File: config.mk
export PLATFORM = sky130hd
export DESIGN_NAME = ps2_receiver
export DESIGN_NICKNAME = d
export VERILOG_FILES = /design/src/rtl/ps2_receiver.sv
export SDC_FILE = /design/constraint.sdc
export NUM_CORES = 1
export LEC_CHECK = 0
export CAP_MARGIN = 40
export CORE_UTILIZATION = 48
export CTS_CLUSTER_DIAMETER = 120
export DETAILED_ROUTE_END_ITERATION = 6
export HOLD_SLACK_MARGIN = 0.05
export PLACE_DENSITY = 0.68
export SLEW_MARGIN = 30
export SYNTH_ARGS = -nofsm -noshare
export SYNTH_HDL_FRONTEND = slang
export SYNTH_SLANG_ARGS = --single-unit
File: constraint.sdc
create_clock -name clock -period 2.3 [get_ports clock]
set_input_delay 0.46 -clock clock [delete_from_list [all_inputs] [get_ports clock]]
set_output_delay 0.46 -clock clock [all_outputs]
set_load 0.01 [all_outputs]
File: src/rtl/ps2_receiver.sv
// Host-side PS/2 device-to-host frame receiver with clock-line glitch filter and frame timeout.
// Optional macro PS2_RX_BREAK_FILTER_EN suppresses F0-prefixed break sequences.
module ps2_receiver #(
    parameter int FILTER_LEN     = 4,
    parameter int TIMEOUT_CYCLES = 50000
) (
    input  logic       clock,
    input  logic       reset,
    input  logic       ps2_clock,
    input  logic       ps2_data,
    output logic       ps2_key_pressed,
    output logic [7:0] ps2_out,
    output logic       frame_error
);
    localparam int              TW          = $clog2(TIMEOUT_CYCLES + 1);
    localparam logic [TW-1:0]   TIMEOUT_VAL = TW'(TIMEOUT_CYCLES);
    localparam logic [3:0]      FILT_VAL    = 4'(FILTER_LEN);

    typedef enum logic [1:0] {
        S_IDLE   = 2'd0,
        S_DATA   = 2'd1,
        S_PARITY = 2'd2,
        S_STOP   = 2'd3
    } state_t;

    logic          clk_s1_q, clk_s2_q, dat_s1_q, dat_s2_q;
    logic [3:0]    filt_cnt_q, filt_cnt_d;
    logic          filt_clk_q, filt_clk_d;
    logic          filt_prev_q;
    logic          fall_s;
    logic          timeout_s;
    state_t        state_q, state_d;
    logic [2:0]    bit_cnt_q, bit_cnt_d;
    logic [7:0]    shift_q, shift_d;
    logic          par_q, par_d;
    logic          par_ok_q, par_ok_d;
    logic [TW-1:0] tcnt_q, tcnt_d;
    logic          key_q, key_d;
    logic          err_q, err_d;
    logic [7:0]    out_q, out_d;
`ifdef PS2_RX_BREAK_FILTER_EN
    logic          brk_q, brk_d;
`endif

    // Pin synchronisers; idle level of both lines is high
    always_ff @(posedge clock or negedge reset) begin
        if (!reset) begin
            clk_s1_q <= 1'b1;
            clk_s2_q <= 1'b1;
            dat_s1_q <= 1'b1;
            dat_s2_q <= 1'b1;
        end else begin
            clk_s1_q <= ps2_clock;
            clk_s2_q <= clk_s1_q;
            dat_s1_q <= ps2_data;
            dat_s2_q <= dat_s1_q;
        end
    end

    // Glitch filter: level flips only after FILTER_LEN consecutive differing samples
    always_comb begin
        filt_cnt_d = filt_cnt_q;
        filt_clk_d = filt_clk_q;
        if (clk_s2_q == filt_clk_q) begin
            filt_cnt_d = 4'd0;
        end else if ((filt_cnt_q + 4'd1) >= FILT_VAL) begin
            filt_clk_d = clk_s2_q;
            filt_cnt_d = 4'd0;
        end else begin
            filt_cnt_d = filt_cnt_q + 4'd1;
        end
    end

    assign fall_s = filt_prev_q & ~filt_clk_q;

    // Frame FSM, timeout counter and output staging
    always_comb begin
        state_d   = state_q;
        bit_cnt_d = bit_cnt_q;
        shift_d   = shift_q;
        par_d     = par_q;
        par_ok_d  = par_ok_q;
        key_d     = 1'b0;
        err_d     = 1'b0;
        out_d     = out_q;
`ifdef PS2_RX_BREAK_FILTER_EN
        brk_d     = brk_q;
`endif
        timeout_s = (state_q != S_IDLE) && (tcnt_q == TIMEOUT_VAL) && !fall_s;

        if (state_q == S_IDLE || fall_s) begin
            tcnt_d = {TW{1'b0}};
        end else if (tcnt_q != TIMEOUT_VAL) begin
            tcnt_d = tcnt_q + TW'(1'b1);
        end else begin
            tcnt_d = tcnt_q;
        end

        if (timeout_s) begin
            state_d = S_IDLE;
            err_d   = 1'b1;
            shift_d = 8'h00;
            tcnt_d  = {TW{1'b0}};
`ifdef PS2_RX_BREAK_FILTER_EN
            brk_d   = 1'b0;
`endif
        end else if (fall_s) begin
            case (state_q)
                S_IDLE: begin
                    if (!dat_s2_q) begin
                        state_d   = S_DATA;
                        bit_cnt_d = 3'd0;
                        par_d     = 1'b0;
                    end else begin
                        state_d   = S_IDLE;
                    end
                end
                S_DATA: begin
                    shift_d   = {dat_s2_q, shift_q[7:1]};
                    par_d     = par_q ^ dat_s2_q;
                    bit_cnt_d = bit_cnt_q + 3'd1;
                    if (bit_cnt_q == 3'd7) begin
                        state_d = S_PARITY;
                    end else begin
                        state_d = S_DATA;
                    end
                end
                S_PARITY: begin
                    par_ok_d = par_q ^ dat_s2_q;
                    state_d  = S_STOP;
                end
                S_STOP: begin
                    state_d = S_IDLE;
                    if (dat_s2_q && par_ok_q) begin
`ifdef PS2_RX_BREAK_FILTER_EN
                        // E0 passes through untouched even inside a break sequence
                        if (shift_q == 8'hE0) begin
                            key_d = 1'b1;
                            out_d = shift_q;
                        end else if (brk_q) begin
                            brk_d = 1'b0;
                        end else if (shift_q == 8'hF0) begin
                            brk_d = 1'b1;
                        end else begin
                            key_d = 1'b1;
                            out_d = shift_q;
                        end
`else
                        key_d = 1'b1;
                        out_d = shift_q;
`endif
                    end else begin
                        err_d = 1'b1;
`ifdef PS2_RX_BREAK_FILTER_EN
                        brk_d = 1'b0;
`endif
                    end
                end
                default: begin
                    state_d = S_IDLE;
                end
            endcase
        end else begin
            state_d = state_q;
        end
    end

    // State and output registers
    always_ff @(posedge clock or negedge reset) begin
        if (!reset) begin
            filt_cnt_q  <= 4'd0;
            filt_clk_q  <= 1'b1;
            filt_prev_q <= 1'b1;
            state_q     <= S_IDLE;
            bit_cnt_q   <= 3'd0;
            shift_q     <= 8'h00;
            par_q       <= 1'b0;
            par_ok_q    <= 1'b0;
            tcnt_q      <= {TW{1'b0}};
            key_q       <= 1'b0;
            err_q       <= 1'b0;
            out_q       <= 8'h00;
        end else begin
            filt_cnt_q  <= filt_cnt_d;
            filt_clk_q  <= filt_clk_d;
            filt_prev_q <= filt_clk_q;
            state_q     <= state_d;
            bit_cnt_q   <= bit_cnt_d;
            shift_q     <= shift_d;
            par_q       <= par_d;
            par_ok_q    <= par_ok_d;
            tcnt_q      <= tcnt_d;
            key_q       <= key_d;
            err_q       <= err_d;
            out_q       <= out_d;
        end
    end

`ifdef PS2_RX_BREAK_FILTER_EN
    // Break-sequence flag
    always_ff @(posedge clock or negedge reset) begin
        if (!reset) begin
            brk_q <= 1'b0;
        end else begin
            brk_q <= brk_d;
        end
    end
`endif

    assign ps2_key_pressed = key_q;
    assign frame_error     = err_q;
    assign ps2_out         = out_q;

endmodule
==> flow_metrics.tcl, run 1 <==
set metrics [dict create \
    synth_area_leaders "dfrtp_1, dfstp_2, mux2_2, nand2_1, xnor2_1" \
    setup_violations 0 \
    crit_arrival_ns 2.07 \
    crit_start "state_q[1]$_DFFE_PN0P_" \
    dp_hpwl_mm 2.50 \
    start_kind "flop" \
    dpl_worst_slack_ns 0.370 \
    tns_ns 0 \
    syn_area_per_cell_um2 11.2 \
    critPathCaptureType "flop" \
    start_util_pct 51.0 \
    fmax_mhz 526 \
    dr.pass1.iters 4 \
    synth_sequential_area_ratio_pct 56.6 \
    yosysTopAreaCell "dfrtp_1" \
    finalCriticalPeriod_ns 1.90 \
    yosysMostFrequentCell "dfrtp_1" \
    clkSinkCount 51 \
    gr-total-overflow 0 \
    syn_to_final_growth_pct 11.9 \
    cts_root_buf "clkbuf_8" \
    crit_fanout 16 \
    drtAntennaViolNets 0 \
    antenna_found_initial 0 \
    syn_area_um2 2270 \
    synth_enable_flop_cells 0 \
    core.rowCount 24 \
    viasPerCell 5.36 \
    drive_gt1_share_pct 15.8 \
    finalMaxSlewViolations 0 \
    worst_ir_drop_vdd_mv 0.472 \
    clock_latency_ns 0.30 \
    num_vias 1463 \
    fin_hold_ws_ns 0.125 \
    pin_count 14 \
    finalCritPeriodShare_pct 82.7 \
    power.density_nw_per_um2 781 \
    drc 0 \
    ys_types 39 \
    first_global_vias 1429 \
    r2r-start "state_q[1]$_DFFE_PN0P_" \
    min_path_type "input pin to async pin" \
    cts_resized 0 \
    crit_required_ns 2.47 \
    htree_levels 2 \
    nNetsFinal 229 \
    placed_cells 265 \
    synth-seq-cells 51 \
    rsz0062_at_grt "false" \
    cts_tree "built" \
    dieArea_um2 5000 \
    slew_headroom_pct 65.1 \
    synthTopCellsByCount "dfrtp_1, nand2_1, nor2_1" \
    finClkSkew_ns 0.00796 \
    async_flop_share_pct 100 \
    cts_buffers 5 \
    yosysTopAreaCellShare_pct 49.6 \
    clockBufferDepth 2 \
    status "finished clean" \
    synth_ff_type "dfrtp_1" \
    grt_max_degree 30 \
    cap_violations 0 \
    wl_per_cell_um 13.1 \
    die_h_um 70.7 \
    fin_cells 273 \
    yosysWarningCount 0 \
    fin_ws_ns 0.397 \
    fp.coreArea_um2 4440 \
    diodes 0 \
    cts_setup_buffers 0 \
    hold_buffers 0 \
    io_buffers 13 \
    grt_pass1_wl_mm 6.60 \
    gp_congestion 0.853 \
    tightest_slew_ns 0.523 \
    grtUsageTotal_pct 17.2 \
    p_leak_nw 1.10 \
    wl_mm 3.58 \
    crit_type "flop to flop" \
    drt_iter0_drc 106 \
    die_w_um 70.7 \
    power.total_mw 1.98 \
    clk_pin_slew_ns 0.09 \
    synthCells 202 \
    finalHoldViolCount 0 \
]
[final timing paths]
check,endpoint,slack (ns),depth (start not counted)
setup / recovery,tcnt_q[2]$_DFFE_PN0P_,0.40,4
hold / removal,tcnt_q[15]$_DFFE_PN0P_,0.13,1
setup reg to reg,tcnt_q[2]$_DFFE_PN0P_,0.40,4
hold reg to reg,dat_s2_q$_DFF_PN1_,0.36,0
max in group asynchronous,dat_s2_q$_DFF_PN1_,1.57,2
min in group clock,dat_s2_q$_DFF_PN1_,0.36,0
[metrics by stage]
stage / utilization (%) / cell area, µm²
5_1_grt: 57.1 / 2540
2_1_floorplan: - / 2270
4_1_cts: 57.1 / 2540
3_5_place_dp: 55.0 / 2440
3_3_place_gp: 55.0 / 2440
6_report: 57.1 / 2540
[worst max-delay path: stages, from the launching register on]
cell and delay [ns]:
dfrtp_1 0.56, o211ai_2 0.13, or4_4 0.53, o221ai_4 0.43
nor2_1 0.11
[cells by family (layout without fill, tap and decap cells)]
| family | count (synthesis) | count (layout) | synth area share (%) |
|---|---|---|---|
| AND/OR/NAND/NOR | 82 | 82 | 18.1 |
| other | 1 | 2 | 0.165 |
| XOR/XNOR | 16 | 16 | 6.18 |
| flip-flops | 51 | 51 | 56.6 |
| multiplexers | 9 | 9 | 4.47 |
| AO/OA/AOI/OAI | 25 | 25 | 8.11 |
| adder cells (fa/ha/maj) | 5 | 5 | 2.76 |
| buffers and inverters | 13 | 31 | 3.58 |
[sequential cells by signal, summed over array words and instances, names as in the netlist, 2 cells and up]
register	count
ps2_out	8
filt_cnt_q	4
bit_cnt_q	3
tcnt_q	16
state_q	2
shift_q	8
[where the power goes]
part	internal, mW	switching [mW]
sequential	1.03	0.124
combinational	0.136	0.170
clock	0.247	0.277
[cell usage in the layout (no fill, tap or decap), types with 2 or more instances in the layout]
| cell | instances |
|---|---|
| a21oi_1 | 11 |
| a22o_1 | 2 |
| buf_4 | 2 |
| clkbuf_8 | 6 |
| clkdlybuf4s50_1 | 12 |
| conb_1 | 2 |
| dfrtp_1 | 45 |
| dfstp_2 | 6 |
| ha_1 | 5 |
| inv_1 | 7 |
| mux2_2 | 9 |
| nand2_1 | 26 |
| nand3_1 | 5 |
| nand4_1 | 7 |
| nor2_1 | 21 |
| nor3_1 | 5 |
| nor4_1 | 7 |
| o21ai_0 | 5 |
| xnor2_1 | 11 |
| xor2_1 | 5 |
[routing by layer]
| layer | GRT usage (%) | vias up | part of all wire, % |
|---|---|---|---|
| met4 | 7.33 | 0 | 2.0 |
| met1 | 24.1 | 695 | 49 |
| li1 | - | 736 | - |
| met3 | 4.27 | 7 | 4.0 |
| met5 | 0 | - | 0 |
| met2 | 25.6 | 25 | 45 |
[final cells by class]
cell class	instances	area, µm²
Fill cell	397	1910
Sequential cell	51	1280
Multi-Input combinational cell	139	907
Timing Repair Buffer	16	160
Clock buffer	7	86.3
Tap cell	52	65.1
Inverter	7	26.3
Clock inverter	1	8.76
No activity file was read; power rests on OpenSTA's default activity.
==> inputs of run 2 (changes only) <==
- PLACE_DENSITY: 0.68 -> 0.7
- clock period: 2.3 -> 1.71 ns (I/O delays scaled with it)
==> flow_metrics.tcl, run 2 (synthesized netlist as in run 1, its figures left out) <==
set metrics [dict create \
    wl_per_cell_um 13.9 \
    finClkSkew_ns 0.0150 \
    min_path_type "flop to flop" \
    crit_arrival_ns 1.80 \
    mostFrequentLayoutCell "dfrtp_1" \
    cts_resized 0 \
    dpl_worst_slack_ns 0.0878 \
    first_global_vias 1549 \
    drc 2 \
    start_kind "flop" \
    finalHoldViolCount 0 \
    fin_ws_ns 0.104 \
    largest_reg_flops 16 \
    fp.coreArea_um2 4440 \
    drive_gt1_share_pct 20.5 \
    finalCriticalPeriod_ns 1.61 \
    dieArea_um2 5000 \
    crit_required_ns 1.90 \
    clk_pin_slew_ns 0.08 \
    status "finished with violations" \
    final_cell_mix "dfrtp_1, nand2_1, nor2_1" \
    cap_violations 0 \
    fillers 360 \
    grtUsageTotal_pct 18.3 \
    die_h_um 70.7 \
    grt_pass1_wl_mm 7.07 \
    max_flop_register "tcnt_q" \
    start_util_pct 51.0 \
    clock_latency_ns 0.31 \
    num_vias 1547 \
    clkSinkCount 51 \
    cts_buffers 5 \
    dr.pass1.iters 6 \
    dp_hpwl_mm 2.65 \
    cts_root_buf "clkbuf_8" \
    clockBufferDepth 2 \
    rsz0062_at_grt "false" \
    syn_to_final_growth_pct 18.7 \
    pin_count 14 \
    p_leak_nw 1.18 \
    io_buffers 13 \
    power.total_mw 2.88 \
    violations "design-rule violations" \
    final_util_pct 60.6 \
    diodes 0 \
    nNetsFinal 242 \
    htree_levels 2 \
    cts_tree "built" \
    finalCritPeriodShare_pct 93.9 \
    core.rowCount 24 \
    fmax_mhz 623 \
    finalMaxSlewViolations 0 \
    gp_congestion 0.807 \
    setup_violations 0 \
    drtAntennaViolNets 0 \
    grt_max_degree 52 \
    tns_ns 0 \
    power.density_nw_per_um2 1070 \
    drt_iter0_drc 62 \
    worst_ir_drop_vdd_mv 0.662 \
    crit_type "flop to flop" \
    crit_fanout 9 \
    die_w_um 70.7 \
    gr-total-overflow 0 \
    antenna_found_initial 0 \
    viasPerCell 5.41 \
    critPathCaptureType "flop" \
    wl_mm 3.97 \
]
## run 2: changes by cell type in the layout (fill, tap and decap cells not counted), sizes merged
| cell | previous run | this run |
|---|---|---|
| clkinv | 1 | 0 |
| clkbuf | 7 | 6 |
| clkinvlp | 0 | 1 |
| buf | 4 | 16 |
| bufinv | 0 | 1 |
| dlygate4sd3 | 0 | 1 |
## run 2: what timing repair did
action                                  CTS  global route
hold buffers                              1             0
hold endpoints to repair                 45             0
endpoints found under the setup margin    0             9
setup buffers                             0             1
## run 2: layout make-up
cell class	instances	area, µm²	share of cell area [%]
well taps	52	65.1	2.42
inverters	7	26.3	0.976
flip-flops and latches	51	1280	47.7
clock buffers	6	72.6	2.70
clock inverters	2	37.5	1.39
multi-input cells	139	910	33.8
repair buffers	29	298	11.1
## run 2: path summary, 6_finish.rpt
check	from	end	slack, ns	depth (start not counted)
min in group asynchronous	reset	ps2_key_pressed$_DFF_PN0_	0.55	3
worst min-delay path	dat_s1_q$_DFF_PN1_	dat_s2_q$_DFF_PN1_	0.36	0
worst min register to register	dat_s1_q$_DFF_PN1_	dat_s2_q$_DFF_PN1_	0.36	0
worst max register to register	tcnt_q[8]$_DFFE_PN0P_	shift_q[6]$_DFFE_PN0P_	0.10	5
worst max-delay path	tcnt_q[8]$_DFFE_PN0P_	shift_q[6]$_DFFE_PN0P_	0.10	5
max in group asynchronous	reset	filt_prev_q$_DFF_PN1_	0.87	3
## run 2: metrics by stage
step | hold slack, ns | instance area [µm²] | cells
5_1_grt | 0.362 | 2690 | 286
3_3_place_gp | 0.346 | 2550 | 276
6_report | 0.358 | 2690 | 286
2_1_floorplan | 0.0464 | 2270 | 203
4_1_cts | 0.360 | 2670 | 285
3_5_place_dp | 0.347 | 2550 | 276
## run 2: where the power goes
part           total (mW)  internal (mW)  switching, mW
combinational       0.530          0.242          0.289
clock               0.821          0.437          0.385
sequential           1.53           1.38          0.146
## run 2: critical path, stage by stage, from the launching register on
cell,delay [ns]
dfrtp_1,0.42
o211ai_2,0.09
or4_4,0.54
nor3_4,0.25
buf_12,0.15
a21oi_1,0.04
## run 2: routing by layer
metal	share of wire (%)	vias up	global-route usage (%)
met5	0	-	0
met2	46	23	28.0
met3	3.6	9	5.27
met1	48	756	24.4
met4	2.3	0	8.22
li1	-	759	-
